$ cat src/rtl/vote_session_ctrl.sv
// ---------------------------------------------------------------------------
// vote_session_ctrl
//
// Runs one four-voter ballot session for the majority-vote datapath.
// A session opens on `start` in IDLE. Ballots are then collected through a
// per-voter strobe/ack handshake. When all four voters have voted, the
// recorded tally is turned into a one-hot verdict that is published with a
// `done` window of HOLD_CYC cycles.
//
// Optional feature (macro VOTE_TIMEOUT_EN):
//   When the macro is defined, COLLECT is forced closed after TIMEOUT_CYC
//   cycles. Voters that have not voted count as "no".
//   When the macro is undefined, COLLECT waits for all four voters.
//
// Parameters:
//   TIMEOUT_CYC  maximum COLLECT cycles before forced close (2..255)
//   HOLD_CYC     cycles `done` stays high after a verdict (1..255)
//
// Ports:
//   clk      in   1  clock, rising edge
//   rst      in   1  asynchronous, active-high reset
//   start    in   1  session open request, sampled only in IDLE
//   cast     in   4  per-voter ballot strobe, bit i = voter i
//   ballot   in   4  per-voter value (1 = yes), qualified by cast[i]
//   ack      out  4  registered one-cycle acceptance per voter
//   voted    out  4  voters whose ballot is recorded this session
//   busy     out  1  high in COLLECT and DECIDE
//   done     out  1  high during the HOLD_CYC-cycle HOLD window
//   result   out  3  one-hot verdict {pass, tie, fail}; 000 = none
//   yes_cnt  out  3  number of yes ballots, 0..4
// ---------------------------------------------------------------------------
module vote_session_ctrl #(
    parameter int TIMEOUT_CYC = 16,
    parameter int HOLD_CYC    = 4
) (
    input  logic       clk,
    input  logic       rst,
    input  logic       start,
    input  logic [3:0] cast,
    input  logic [3:0] ballot,
    output logic [3:0] ack,
    output logic [3:0] voted,
    output logic       busy,
    output logic       done,
    output logic [2:0] result,
    output logic [2:0] yes_cnt
);

    typedef enum logic [1:0] {
        S_IDLE,
        S_COLLECT,
        S_DECIDE,
        S_HOLD
    } state_t;

    localparam logic [7:0] TIMEOUT_LAST = 8'(TIMEOUT_CYC - 1);
    localparam logic [7:0] HOLD_LAST    = 8'(HOLD_CYC - 1);

    state_t     state;
    state_t     state_nxt;
    logic [3:0] accept;      // casts taken this cycle (new voters only)
    logic [2:0] add_cnt;     // yes ballots among the accepted casts
    logic [7:0] hold_cnt;
    logic       hold_last;
    logic       timeout_hit;

    assign hold_last = (hold_cnt == HOLD_LAST);

`ifdef VOTE_TIMEOUT_EN
    logic [7:0] to_cnt;

    // The counter reads 0 in the first COLLECT cycle. A match therefore
    // marks the TIMEOUT_CYC-th COLLECT cycle. Casts in that cycle still
    // count, because `accept` is evaluated regardless of the timeout.
    always_ff @(posedge clk or posedge rst) begin
        if (rst) begin
            to_cnt <= '0;
        end else if (state == S_IDLE && start) begin
            to_cnt <= '0;
        end else if (state == S_COLLECT) begin
            to_cnt <= to_cnt + 8'd1;
        end
    end

    assign timeout_hit = (to_cnt == TIMEOUT_LAST);
`else
    logic unused_timeout;
    assign unused_timeout = ^TIMEOUT_LAST;
    assign timeout_hit    = 1'b0;
`endif

    // State register
    always_ff @(posedge clk or posedge rst) begin
        if (rst) begin
            state <= S_IDLE;
        end else begin
            state <= state_nxt;
        end
    end

    // Next-state and output decode
    always_comb begin
        // NOTE: every signal written here gets a default first, so that no
        // path through the case statement can leave a latch behind.
        state_nxt = state;
        accept    = 4'b0000;
        busy      = 1'b0;
        done      = 1'b0;
        add_cnt   = 3'd0;

        case (state)
            S_IDLE: begin
                if (start) begin
                    state_nxt = S_COLLECT;
                end
            end
            S_COLLECT: begin
                busy    = 1'b1;
                accept  = cast & ~voted;
                add_cnt = {2'b00, accept[0] & ballot[0]}
                        + {2'b00, accept[1] & ballot[1]}
                        + {2'b00, accept[2] & ballot[2]}
                        + {2'b00, accept[3] & ballot[3]};
                if ((voted | accept) == 4'b1111 || timeout_hit) begin
                    state_nxt = S_DECIDE;
                end
            end
            S_DECIDE: begin
                busy      = 1'b1;
                state_nxt = S_HOLD;
            end
            S_HOLD: begin
                done = 1'b1;
                if (hold_last) begin
                    state_nxt = S_IDLE;
                end
            end
            default: state_nxt = S_IDLE;
        endcase
    end

    // Session datapath. Results stay visible after HOLD until the next
    // accepted start clears them.
    always_ff @(posedge clk or posedge rst) begin
        if (rst) begin
            ack      <= 4'b0000;
            voted    <= 4'b0000;
            yes_cnt  <= 3'd0;
            result   <= 3'b000;
            hold_cnt <= 8'd0;
        end else begin
            // NOTE: sequential state uses non-blocking assignments, so every
            // register samples the pre-edge value of the others.
            ack <= accept;
            case (state)
                S_IDLE: begin
                    if (start) begin
                        voted   <= 4'b0000;
                        yes_cnt <= 3'd0;
                        result  <= 3'b000;
                    end
                end
                S_COLLECT: begin
                    voted <= voted | accept;
                    // Only new voters are accepted, so the sum is capped at 4.
                    yes_cnt <= yes_cnt + add_cnt;
                end
                S_DECIDE: begin
                    hold_cnt <= 8'd0;
                    if (yes_cnt >= 3'd3) begin
                        result <= 3'b100;
                    end else if (yes_cnt == 3'd2) begin
                        result <= 3'b010;
                    end else begin
                        result <= 3'b001;
                    end
                end
                S_HOLD: begin
                    hold_cnt <= hold_cnt + 8'd1;
                end
                default: ;
            endcase
        end
    end

endmodule
$ cat config.mk
export PLATFORM = sky130hd
export DESIGN_NAME = vote_session_ctrl
export DESIGN_NICKNAME = d
export VERILOG_FILES = /design/src/rtl/vote_session_ctrl.sv
export SDC_FILE = /design/constraint.sdc
export NUM_CORES = 1
export LEC_CHECK = 0
export ABC_CLOCK_PERIOD_IN_PS = 3200
export CAP_MARGIN = 40
export CORE_MARGIN = 2
export CORE_UTILIZATION = 50
export DETAILED_ROUTE_END_ITERATION = 7
export MAX_ROUTING_LAYER = met4
export PLACE_DENSITY = 0.79
export SLEW_MARGIN = 20
export SYNTH_ARGS = -nofsm -noshare
export SYNTH_HDL_FRONTEND = slang
export SYNTH_SLANG_ARGS = --single-unit
$ cat constraint.sdc
create_clock -name clk -period 3.2 [get_ports clk]
set_clock_uncertainty 0.05 [all_clocks]
set_input_delay 0.96 -clock clk [delete_from_list [all_inputs] [get_ports clk]]
set_output_delay 0.96 -clock clk [all_outputs]
set_load 0.01 [all_outputs]
==> impl_summary.md <==
Drt
The first detailed-routing pass ran for 4 iterations. The wire length per cell is 14.3 um. In the routed design, unresolved DRC markers number 0. The detailed router placed between 1000 and 1500 vias in this run. The final layout contains routed wiring with a total length of 2.74 mm.

The detailed router finished its first iteration with 19 violations. After detailed routing, the number of vias per cell comes to 5.55. The number of nets still failing antenna checks after routing is 0.

Finish
The count of filler cells inserted in the layout is 213. Of the cells placed in the final design, the portion with a size suffix greater than 1 is between 10% and 20%. The antenna diode count is 0.

The area taken by multi-input logic gates is between 600 and 700 um^2. The finished cells cover around 1700 um^2. The register area is 601 um^2. The final core area utilization is 67.2%. The number of standard cells in the layout, taps in and fillers out is 191. Relative to the synthesized area, the layout overhead comes to 29.6%.

The final layout net count is 183.

Synth
In the synthesized netlist the async set-or-reset flop fraction comes to 100%. Synthesis produced 129 cells. The sequential fraction of the synthesis area is 47.2%. The net count after synthesis is 150. The most used flip-flop cell after synthesis is sky130_fd_sc_hd__dfrtp_1.

The distinct cell type count after synthesis is 29. The cell area that synthesis handed to floorplanning was between 1000 and 1500 um^2. After synthesis the netlist holds a flip-flop and latch count of 24. The number of synthesized flops with an enable pin is 0. In this run the mean area of a mapped cell was 9.87 um^2.

Yosys printed 0 warnings.

Timing
The measured slew at the worst slew-check pin is 503 ps. The relative slew slack is 66.5%. The number of pins with negative max-slew slack in the final report is 0. Derived from the worst setup path, the maximum achievable clock frequency is 0.321 GHz. Of the available clock period, the critical path in the final layout requires between 90% and 100%.

For the finished layout, the period the worst path requires is 3120 ps. The final hold violation count was 0. The number of endpoints failing setup at the final stage is 0. The worst hold-check slack is 433 ps.

Die
The overall die width is 54.5 um. The full die area is 2970 um^2. Once the floorplan was initialized, standard cells occupied 51.9% of the core. The number of rows created at floorplan is 18. During I/O placement, the number of pins put on the boundary was 27. The area of the core is 2450 um^2. Measured along the y axis, the die boundary spans 54.5 um.

Worst setup path
The slack of the worst reg-to-reg path is roughly 340 ps. The launch instance of the worst register-to-register path is voted[1]$_DFFE_PP0P_. The critical path ends at yes_cnt[2]$_DFFE_PP0P_. The kind of start point of the critical path is an input port. The largest driver fanout on the critical path is 2.

In this design, the largest share of critical-path delay is due to adder cells. The number of gates on the worst path with buffers counted is 12. At the worst endpoint, the arrival time is 3290 ps. The worst register-to-register path has a depth of 11. The endpoint class of the critical path is a flip-flop.

At the worst endpoint, the required time is 3370 ps. The critical-path cell with the highest stage delay is sky130_fd_sc_hd__fa_1. Traced cell by cell, the critical path runs through dlygate4sd2_1 > nand3b_1 > fa_1 > inv_1 > ha_1 > ha_1 > nand2_2 > fa_2 > xnor2_2 > nand3_1 > o21ai_1 > a22o_1. The category of the most critical setup path is in2reg. The start point of the critical path is ballot[1].

The maximum single-stage delay on the critical path is 540 ps. In this design, the critical path's most frequently occurring cell is sky130_fd_sc_hd__ha_1. The worst reg2reg path endpoint is yes_cnt[2]$_DFFE_PP0P_. The critical path contains buffers and inverters numbering 2 combined.

Placement
Detailed placement ended at an HPWL of 2.08 mm. The count of buffers added on input and output ports is 26. Counting tap cells, the placed design contains a total of 187 instances. The placed instances occupy a cell area of between 1500 and 2000 um^2. The congestion estimate from routability-driven global placement came to 0.761.

Clock tree
The tree is rooted in a sky130_fd_sc_hd__clkbuf_4. TritonCTS built the clock tree. The clock drives 24 sinks. Buffers inserted during clock tree synthesis total 3. The count of hold-fix buffers inserted at cts is 0. The maximum count of clock buffers along a single path is 2.

The later-pin clock latency in the skew report is 330 ps. CTS built an H-tree with a depth of 1. Clock-pin slew was measured on the worst setup and hold paths at 130 ps.

Power
Overall power consumption after layout is estimated at 1330 uW. The total power per unit cell area is 808 nW/um^2. The worst ir drop on vdd is 0.515 mV. The analysis attributes to cell leakage a power of 0.000775 uW.

Global routing
The total routing resource utilization after global routing is around a fifth. The leftover overflow at the end of global routing is 0. The pin count of the biggest net entering global routing is 25. The wire length of the first global-routing pass is between 4 and 5 mm. The number of global-route vias before repair came to 1016. The initial antenna violation count is 0.

Min path
The worst hold path class is reg2reg.

Run
Across the run, the number of max-cap violations was 0.

Run status
The flow ran to the end, and the final reports show no timing, DRC or antenna violations.
## Yosys cell counts (all sizes together), types with 3 or more instances
| cell type | number | area [um^2] |
|---|---|---|
| a21oi | 9 | 45.0 |
| o21ai | 14 | 70.1 |
| nor2 | 9 | 33.8 |
| mux2i | 3 | 30.0 |
| nand2 | 16 | 60.1 |
| and3b | 5 | 43.8 |
| clkbuf | 3 | 11.3 |
| ha | 8 | 100 |
| inv | 10 | 37.5 |
| dfrtp | 24 | 601 |
| nand3 | 6 | 35.0 |
| nand3b | 3 | 22.5 |
## metrics by stage
step / TNS, ps / setup WS, ps
3_3_place_gp: -690 / -474
2_1_floorplan: 0 / 58.7
4_1_cts: 0 / 26.2
5_1_grt: -2.50 / -2.50
6_report: 0 / 81.9
3_5_place_dp: -951 / -643
## state kept, by name (all words and copies together) (netlist names)
register / cells
state: 2
ack: 4
result: 3
voted: 4
hold_cnt: 8
yes_cnt: 3
## area by class of cell
| class | instances | area share, % |
|---|---|---|
| repair buffers | 31 | 17.4 |
| multi-input cells | 92 | 39.5 |
| well taps | 30 | 2.27 |
| inverters | 10 | 2.27 |
| clock buffers | 4 | 2.20 |
| flip-flops and latches | 24 | 36.4 |
## what timing repair did
item | 4_1_cts | 5_1_grt
pin swaps | 8 | 5
resized for setup | 13 | 3
endpoints found under the setup margin | 1 | 1
setup buffers | 0 | 0
## worst min path at each step
stage                                  from                      end  slack (ps)  cells after the start
floorplan           hold_cnt[7]$_DFFE_PP0P_  hold_cnt[7]$_DFFE_PP0P_         390                      1
global placement      result[1]$_DFFE_PP0P_    result[1]$_DFFE_PP0P_         410                      2
detailed placement  hold_cnt[7]$_DFFE_PP0P_  hold_cnt[7]$_DFFE_PP0P_         420                      1
CTS                 hold_cnt[7]$_DFFE_PP0P_  hold_cnt[7]$_DFFE_PP0P_         440                      1
global route        hold_cnt[7]$_DFFE_PP0P_  hold_cnt[7]$_DFFE_PP0P_         470                      1
finish              hold_cnt[7]$_DFFE_PP0P_  hold_cnt[7]$_DFFE_PP0P_         430                      1
## worst register-to-register path: stages (launching register included)
cell                       delay [ps]
sky130_fd_sc_hd__dfrtp_1          450
sky130_fd_sc_hd__nand3b_1         210
sky130_fd_sc_hd__fa_1             540
sky130_fd_sc_hd__inv_1             40
sky130_fd_sc_hd__ha_1             190
sky130_fd_sc_hd__ha_1             290
sky130_fd_sc_hd__nand2_2           60
sky130_fd_sc_hd__fa_2             400
sky130_fd_sc_hd__xnor2_2          150
sky130_fd_sc_hd__nand3_1           80
sky130_fd_sc_hd__o21ai_1           90
sky130_fd_sc_hd__a22o_1           190
## logic make-up (layout without fill, tap and decap cells)
kind of cell / Yosys count / count (layout) / synth area share (%)
AO/OA/AOI/OAI: 33 / 33 / 15.7
XOR/XNOR: 1 / 1 / 0.688
adder cells (fa/ha/maj): 10 / 10 / 11.0
buffers and inverters: 13 / 45 / 3.83
flip-flops: 24 / 24 / 47.2
multiplexers: 4 / 4 / 3.54
AND/OR/NAND/NOR: 44 / 44 / 18.1
## metal layers
layer	vias up	track usage (%)	wire (um)
met5	-	-	0
met4	0	7.50	51
met3	6	3.55	81
met2	25	37.8	1440
met1	516	23.9	1170
li1	514	-	-
## layout by cell type, fill, tap and decap left out, drive strengths merged
cell | Yosys | routed
xnor2 | 1 | 1
or4b | 1 | 1
fa | 2 | 2
nand4 | 1 | 1
o22ai | 2 | 2
dfrtp | 24 | 24
a22o | 1 | 1
nor2 | 9 | 9
a32o | 1 | 1
mux2i | 3 | 3
dlygate4sd2 | 0 | 5
o21ai | 14 | 14
nand2b | 1 | 1
a31oi | 1 | 1
buf | 0 | 5
and3b | 5 | 5
clkbuf | 3 | 5
a21o | 1 | 1
clkdlybuf4s50 | 0 | 20
o41ai | 2 | 2
nand3b | 3 | 3
nand3 | 6 | 6
nand2 | 16 | 16
o31ai | 2 | 2
ha | 8 | 8
inv | 10 | 10
mux2 | 1 | 1
and3 | 1 | 1
a21oi | 9 | 9
and2 | 1 | 1
## where the power goes
group          internal (uW)  total [uW]  switching [uW]  leakage, uW
Combinational            342         686             344     0.000432
Clock                   69.7         166            96.0    0.0000210
Sequential               392         481            89.0     0.000321
No activity file was read; power rests on OpenSTA's default activity.
